[src/rtl/ram_bist.sv]
// BIST controller for a single-clock dual-port RAM: writes SEED ^ addr, reads it back, counts
// mismatches. Defining RAM_BIST_INV_PASS_EN adds a second write/read pass with the inverted pattern.
module ram_bist #(
   parameter int unsigned       ADDR_W   = 5,
   parameter int unsigned       DATA_W   = 8,
   parameter int unsigned       READ_LAT = 1,
   parameter logic [DATA_W-1:0] SEED     = 8'hA5
) (
   input  logic              clk,
   input  logic              rst_n,
   input  logic              start,
   output logic              busy,
   output logic              done,
   output logic              pass_ok,
   output logic [ADDR_W+1:0] err_count,
   output logic [ADDR_W-1:0] first_fail_addr,
   output logic [DATA_W-1:0] first_fail_data,
   output logic [ADDR_W-1:0] address_write,
   output logic [DATA_W-1:0] data_write,
   output logic              write_enable,
   output logic [ADDR_W-1:0] address_read,
   input  logic [DATA_W-1:0] data_read
);

   localparam int unsigned      DEPTH   = 2 ** ADDR_W;
   localparam int unsigned      CNT_W   = $clog2(DEPTH + READ_LAT + 2);
   localparam logic [CNT_W-1:0] WR_LAST = CNT_W'(DEPTH - 1);
   localparam logic [CNT_W-1:0] RD_LAST = CNT_W'(DEPTH + READ_LAT);

   localparam logic [2:0] S_IDLE = 3'd0;
   localparam logic [2:0] S_WR0  = 3'd1;
   localparam logic [2:0] S_RD0  = 3'd2;
`ifdef RAM_BIST_INV_PASS_EN
   localparam logic [2:0] S_WR1  = 3'd3;
   localparam logic [2:0] S_RD1  = 3'd4;
`endif
   localparam logic [2:0] S_DONE = 3'd5;

   logic [2:0]                     state_q, state_d;
   logic [CNT_W-1:0]               cnt_q, cnt_d;
   logic                           busy_q, busy_d, done_q, done_d, pass_q, pass_d;
   logic [ADDR_W+1:0]              err_q, err_d;
   logic [ADDR_W-1:0]              ffa_q, ffa_d;
   logic [DATA_W-1:0]              ffd_q, ffd_d;
   logic                           we_q, we_d;
   logic [ADDR_W-1:0]              aw_q, aw_d, ar_q, ar_d, aw_nxt, ar_nxt;
   logic [DATA_W-1:0]              dw_q, dw_d;
   logic [READ_LAT:0]              pv_q, pv_d;
   logic [READ_LAT:0][ADDR_W-1:0]  pa_q, pa_d;
   logic [READ_LAT:0][DATA_W-1:0]  pe_q, pe_d;
   logic                           inv_pass, in_write, in_read;

`ifdef RAM_BIST_INV_PASS_EN
   assign inv_pass = (state_q == S_WR1) || (state_q == S_RD1);
   assign in_write = (state_q == S_WR0) || (state_q == S_WR1);
   assign in_read  = (state_q == S_RD0) || (state_q == S_RD1);
`else
   assign inv_pass = 1'b0;
   assign in_write = (state_q == S_WR0);
   assign in_read  = (state_q == S_RD0);
`endif

   function automatic logic [DATA_W-1:0] pattern(input logic [ADDR_W-1:0] a, input logic inv);
      logic [DATA_W-1:0] p;
      p = SEED ^ DATA_W'(a);
      return inv ? ~p : p;
   endfunction

   always_comb begin
      state_d = state_q;
      cnt_d   = cnt_q;
      busy_d  = busy_q;
      done_d  = done_q;
      pass_d  = pass_q;
      err_d   = err_q;
      ffa_d   = ffa_q;
      ffd_d   = ffd_q;
      we_d    = 1'b0;
      aw_d    = aw_q;
      dw_d    = dw_q;
      ar_d    = ar_q;
      aw_nxt  = aw_q + 1'b1;
      ar_nxt  = ar_q + 1'b1;

      // Expected data rides alongside the read; stage 0 holds the address issued at this edge.
      pv_d[0] = 1'b0;
      pa_d[0] = '0;
      pe_d[0] = '0;
      for (int i = 1; i <= int'(READ_LAT); i++) begin
         pv_d[i] = pv_q[i-1];
         pa_d[i] = pa_q[i-1];
         pe_d[i] = pe_q[i-1];
      end

      if (pv_q[READ_LAT] && (data_read != pe_q[READ_LAT])) begin
         if (err_q != '1) err_d = err_q + 1'b1;
         if (err_q == '0) begin
            ffa_d = pa_q[READ_LAT];
            ffd_d = data_read;
         end
      end

      if ((state_q == S_IDLE) || (state_q == S_DONE)) begin
         state_d = S_IDLE;
         if (start) begin
            state_d = S_WR0;
            cnt_d   = '0;
            busy_d  = 1'b1;
            done_d  = 1'b0;
            pass_d  = 1'b0;
            err_d   = '0;
            ffa_d   = '0;
            ffd_d   = '0;
            we_d    = 1'b1;
            aw_d    = '0;
            dw_d    = pattern('0, 1'b0);
         end
      end else if (in_write) begin
         if (cnt_q == WR_LAST) begin
            // Each read state directly follows its write state in the encoding.
            state_d = state_q + 3'd1;
            cnt_d   = '0;
            ar_d    = '0;
            pv_d[0] = 1'b1;
            pa_d[0] = '0;
            pe_d[0] = pattern('0, inv_pass);
         end else begin
            cnt_d = cnt_q + 1'b1;
            we_d  = 1'b1;
            aw_d  = aw_nxt;
            dw_d  = pattern(aw_nxt, inv_pass);
         end
      end else if (in_read) begin
         if (cnt_q == RD_LAST) begin
`ifdef RAM_BIST_INV_PASS_EN
            if (!inv_pass) begin
               state_d = S_WR1;
               cnt_d   = '0;
               we_d    = 1'b1;
               aw_d    = '0;
               dw_d    = pattern('0, 1'b1);
            end else begin
               state_d = S_DONE;
               busy_d  = 1'b0;
               done_d  = 1'b1;
               pass_d  = (err_d == '0);
            end
`else
            state_d = S_DONE;
            busy_d  = 1'b0;
            done_d  = 1'b1;
            pass_d  = (err_d == '0);
`endif
         end else begin
            cnt_d = cnt_q + 1'b1;
            if (cnt_q < WR_LAST) begin
               ar_d    = ar_nxt;
               pv_d[0] = 1'b1;
               pa_d[0] = ar_nxt;
               pe_d[0] = pattern(ar_nxt, inv_pass);
            end
         end
      end else begin
         state_d = S_IDLE;
         busy_d  = 1'b0;
      end
   end

   always_ff @(posedge clk or negedge rst_n) begin
      if (!rst_n) begin
         state_q <= S_IDLE;
         cnt_q   <= '0;
         busy_q  <= 1'b0;
         done_q  <= 1'b0;
         pass_q  <= 1'b0;
         err_q   <= '0;
         ffa_q   <= '0;
         ffd_q   <= '0;
         we_q    <= 1'b0;
         aw_q    <= '0;
         dw_q    <= '0;
         ar_q    <= '0;
         pv_q    <= '0;
         pa_q    <= '0;
         pe_q    <= '0;
      end else begin
         state_q <= state_d;
         cnt_q   <= cnt_d;
         busy_q  <= busy_d;
         done_q  <= done_d;
         pass_q  <= pass_d;
         err_q   <= err_d;
         ffa_q   <= ffa_d;
         ffd_q   <= ffd_d;
         we_q    <= we_d;
         aw_q    <= aw_d;
         dw_q    <= dw_d;
         ar_q    <= ar_d;
         pv_q    <= pv_d;
         pa_q    <= pa_d;
         pe_q    <= pe_d;
      end
   end

   assign busy            = busy_q;
   assign done            = done_q;
   assign pass_ok         = pass_q;
   assign err_count       = err_q;
   assign first_fail_addr = ffa_q;
   assign first_fail_data = ffd_q;
   assign write_enable    = we_q;
   assign address_write   = aw_q;
   assign data_write      = dw_q;
   assign address_read    = ar_q;

endmodule
[config.mk]
export PLATFORM = sky130hd
export DESIGN_NAME = ram_bist
export DESIGN_NICKNAME = d
export VERILOG_FILES = /design/src/rtl/ram_bist.sv
export SDC_FILE = /design/constraint.sdc
export NUM_CORES = 1
export LEC_CHECK = 0
export BUFFER_PORTS_ARGS = -buffer_cell sky130_fd_sc_hd__buf_2
export CAP_MARGIN = 20
export CORE_ASPECT_RATIO = 0.6
export CORE_MARGIN = 2
export CORE_UTILIZATION = 39
export DETAILED_ROUTE_END_ITERATION = 6
export PLACE_DENSITY_LB_ADDON = 0.12
export SLEW_MARGIN = 20
export SYNTH_ARGS = -nofsm -noshare
export SYNTH_HDL_FRONTEND = slang
export SYNTH_SLANG_ARGS = --single-unit
[constraint.sdc]
create_clock -name clk -period 2.26 [get_ports clk]
set_clock_uncertainty 0.1 [all_clocks]
set_input_delay 0.113 -clock clk [delete_from_list [all_inputs] [get_ports clk]]
set_output_delay 0.113 -clock clk [all_outputs]
set_load 0.03 [all_outputs]
==> flow_summary.yaml <==
status:
  status: "finished clean"
logic_synthesis:
  synth.avg_cell_area_sq_um: 10.5
  synth_area_sq_um: 2940
  ys_ff_latch: 62
  synth_cell_types: 50
  synth_fp_nets: 296
  synth-edff-count: 0
  synth_top_flop_cell: "dfrtp_1"
  yosysSeqAreaShare_pct: 52.8
  async_reset_ff_share_pct: 100
  syn-instance-count: 279
  ys_warn_count: 0
timing:
  period_share_pct: 91.4
  worst_pin_slew_ns: 0.792
  post-route-min-period_ns: 2.07
  grt_setup_unrepaired: "false"
  fin_setup_tns_ns: 0
  hold_viol_final: 0
  slew_viol_final: 0
  holdWs_ns: 0.0612
  slew_headroom_pct: 47.2
  finalSetupViolations: 0
  fmax_mhz: 484
final_layout:
  instances_no_fill: 452
  diodes: 0
  layout_common_cells: "dfrtp_1, buf_2, nor2_1, o21ai_0, nand2_1"
  nets: 361
  area_delta_synth_final_pct: 24.6
  layout_commonest_cell: "dfrtp_1"
  drive_above_1_share_pct: 22.4
drt:
  via_count: 2249
  routed-wl-met2_um: 2510
  drtAntennaViolNets: 0
  wl_per_cell_um: 14.5
  m1WireLength_um: 3510
  route.met3.wl_um: 409
  drc: 0
  drt_wl_total_um: 6550
  drtIter0Drc: 180
  drt-pass1-iter-count: 4
  vias_per_cell: 4.98
  top_layer: "met4"
cts:
  post_cts.repair.setup_buffers: 0
  cts-root-buf: "clkbuf_16"
  clock_insertion_delay_worst_skew_ns: 0.33
  clockBufferDepth: 2
  cts_hold_buffers: 9
  cts-buffers-inserted: 9
  clock_sinks: 62
  cts_tree: "done"
  cts_resized: 0
  clkSlewWorstSetupHoldPaths_ns: 0.05
  cts-htree-levels: 3
worst_setup_path:
  end_kind: "flip-flop"
  start_kind: "flip-flop"
  cp.arrival_ns: 2.23
  criticalPathCategory: "reg -> reg"
  worstPathMaxFanout: 7
  cp_data_required_time_ns: 2.43
grt:
  grt_usage_pct: 17.4
  grt_pass1_wl_um: 10600
  grt_overflow: 0
  grt_pass1_vias: 2070
  grt_max_degree: 63
  antenna_found_initial: 0
place:
  port_buffers: 51
  hpwlAfterDp_um: 4530
  gp_congestion: 0.903
  dp.cells: 428
floorplanning:
  ios: 53
  core_area_sq_um: 7300
  die_x_um: 116
  floorplan.initialDensity_pct: 40.3
  die_y_um: 71.3
  fp-row-count: 24
  die-area_sq_um: 8270
hold_path:
  hold_class: "in -> reg"
pwr:
  leakagePower_nw: 1.85
  powerDensity_nw_per_um2: 1370
  peakVddDrop_v: 0.000718
flow_run:
  maxCapViolCount: 0
[cell usage after synthesis, drive strengths merged, types with 2 or more instances]
| cell | number | area (sq um) |
|---|---|---|
| nand3b | 2 | 15.0 |
| and2b | 2 | 15.0 |
| nor3 | 7 | 35.0 |
| o41ai | 2 | 17.5 |
| a21oi | 12 | 63.8 |
| o31ai | 3 | 22.5 |
| o211ai | 3 | 22.5 |
| dfrtp | 62 | 1550 |
| xor2 | 10 | 87.6 |
| nand2 | 15 | 56.3 |
| and3 | 4 | 25.0 |
| a21o | 7 | 53.8 |
| or3 | 4 | 26.3 |
| nand3 | 11 | 55.1 |
| and2 | 3 | 18.8 |
| nor2 | 39 | 146 |
| ha | 6 | 75.1 |
| o21ai | 17 | 85.1 |
| buf | 12 | 106 |
| nand2b | 4 | 25.0 |
| mux2i | 14 | 140 |
| nand4 | 2 | 12.5 |
| xnor2 | 4 | 35.0 |
| inv | 10 | 37.5 |
| nor2b | 4 | 25.0 |
| o22a | 2 | 17.5 |
| or4 | 2 | 18.8 |
| nor4 | 2 | 27.5 |
[through the flow]
stage	area (sq um)	util (%)	setup slack (ns)	power, W
floorplan	2940	-	0.206	0.00312
global placement	3280	45.0	0.308	0.00367
detailed placement	3280	45.0	0.232	0.00368
CTS	3660	50.2	0.215	0.00508
global route	3660	50.2	0.0648	0.00536
finish	3660	50.2	0.194	0.00503
[metal layers]
metal	up-vias	track usage (%)
met4	0	7.54
li1	1097	-
met5	-	0
met1	1061	26.8
met2	79	21.6
met3	12	6.26
[where the power goes]
| group | leakage [nW] | internal (W) | switching [W] | total, W |
|---|---|---|---|---|
| Sequential | 0.813 | 0.00145 | 0.000304 | 0.00175 |
| Clock | 0.135 | 0.000877 | 0.000478 | 0.00135 |
| Combinational | 0.906 | 0.000697 | 0.00123 | 0.00192 |
[final cells by class]
cell class | count | area, sq um
Clock buffer | 12 | 246
Clock inverter | 3 | 45.0
Fill cell | 702 | 3630
Inverter | 10 | 37.5
Multi-Input combinational cell | 194 | 1240
Sequential cell | 62 | 1550
Tap cell | 104 | 130
Timing Repair Buffer | 67 | 410
[registers in the layout, indices dropped and copies added (netlist names), 4 cells and up]
name	count
first_fail_data	8
err_count	7
cnt_q	6
address_read	5
first_fail_addr	5
address_write	4
data_write	4
pa_d	4
pa_q	4
pe_d	4
pe_q	4
[worst max-delay path: stages, from the launching register on]
cell and delay, ns:
dfrtp_1 0.44, ha_1 0.27, nand3_1 0.17, o21ai_0 0.15, a21o_1 0.22, or4_4 0.52, a21oi_2 0.13
[final timing paths]
path	startpoint	end	slack, ns	cells past startpoint
setup / recovery	err_count[0]	err_count[5]	0.19	6
hold / removal	start	busy	0.06	3
setup reg to reg	err_count[0]	err_count[5]	0.19	6
hold reg to reg	pe_d[10]	pe_q[10]	0.25	0
max in group asynchronous	rst_n	state_q[1]	1.15	3
min in group asynchronous	rst_n	cnt_q[3]	0.36	3
[kinds of logic after synthesis]
logic type | after synthesis | synth area share, %
other | 1 | 0.128
and+or+nand+nor | 104 | 18.3
DFF | 62 | 52.8
xor gates and xnor gates | 14 | 4.17
buffers and inverters | 23 | 5.02
muxes | 14 | 4.77
AOI/OAI and AO/OA | 55 | 12.3
adders and majority gates | 6 | 2.55
Power figures use the tool's default switching activity.
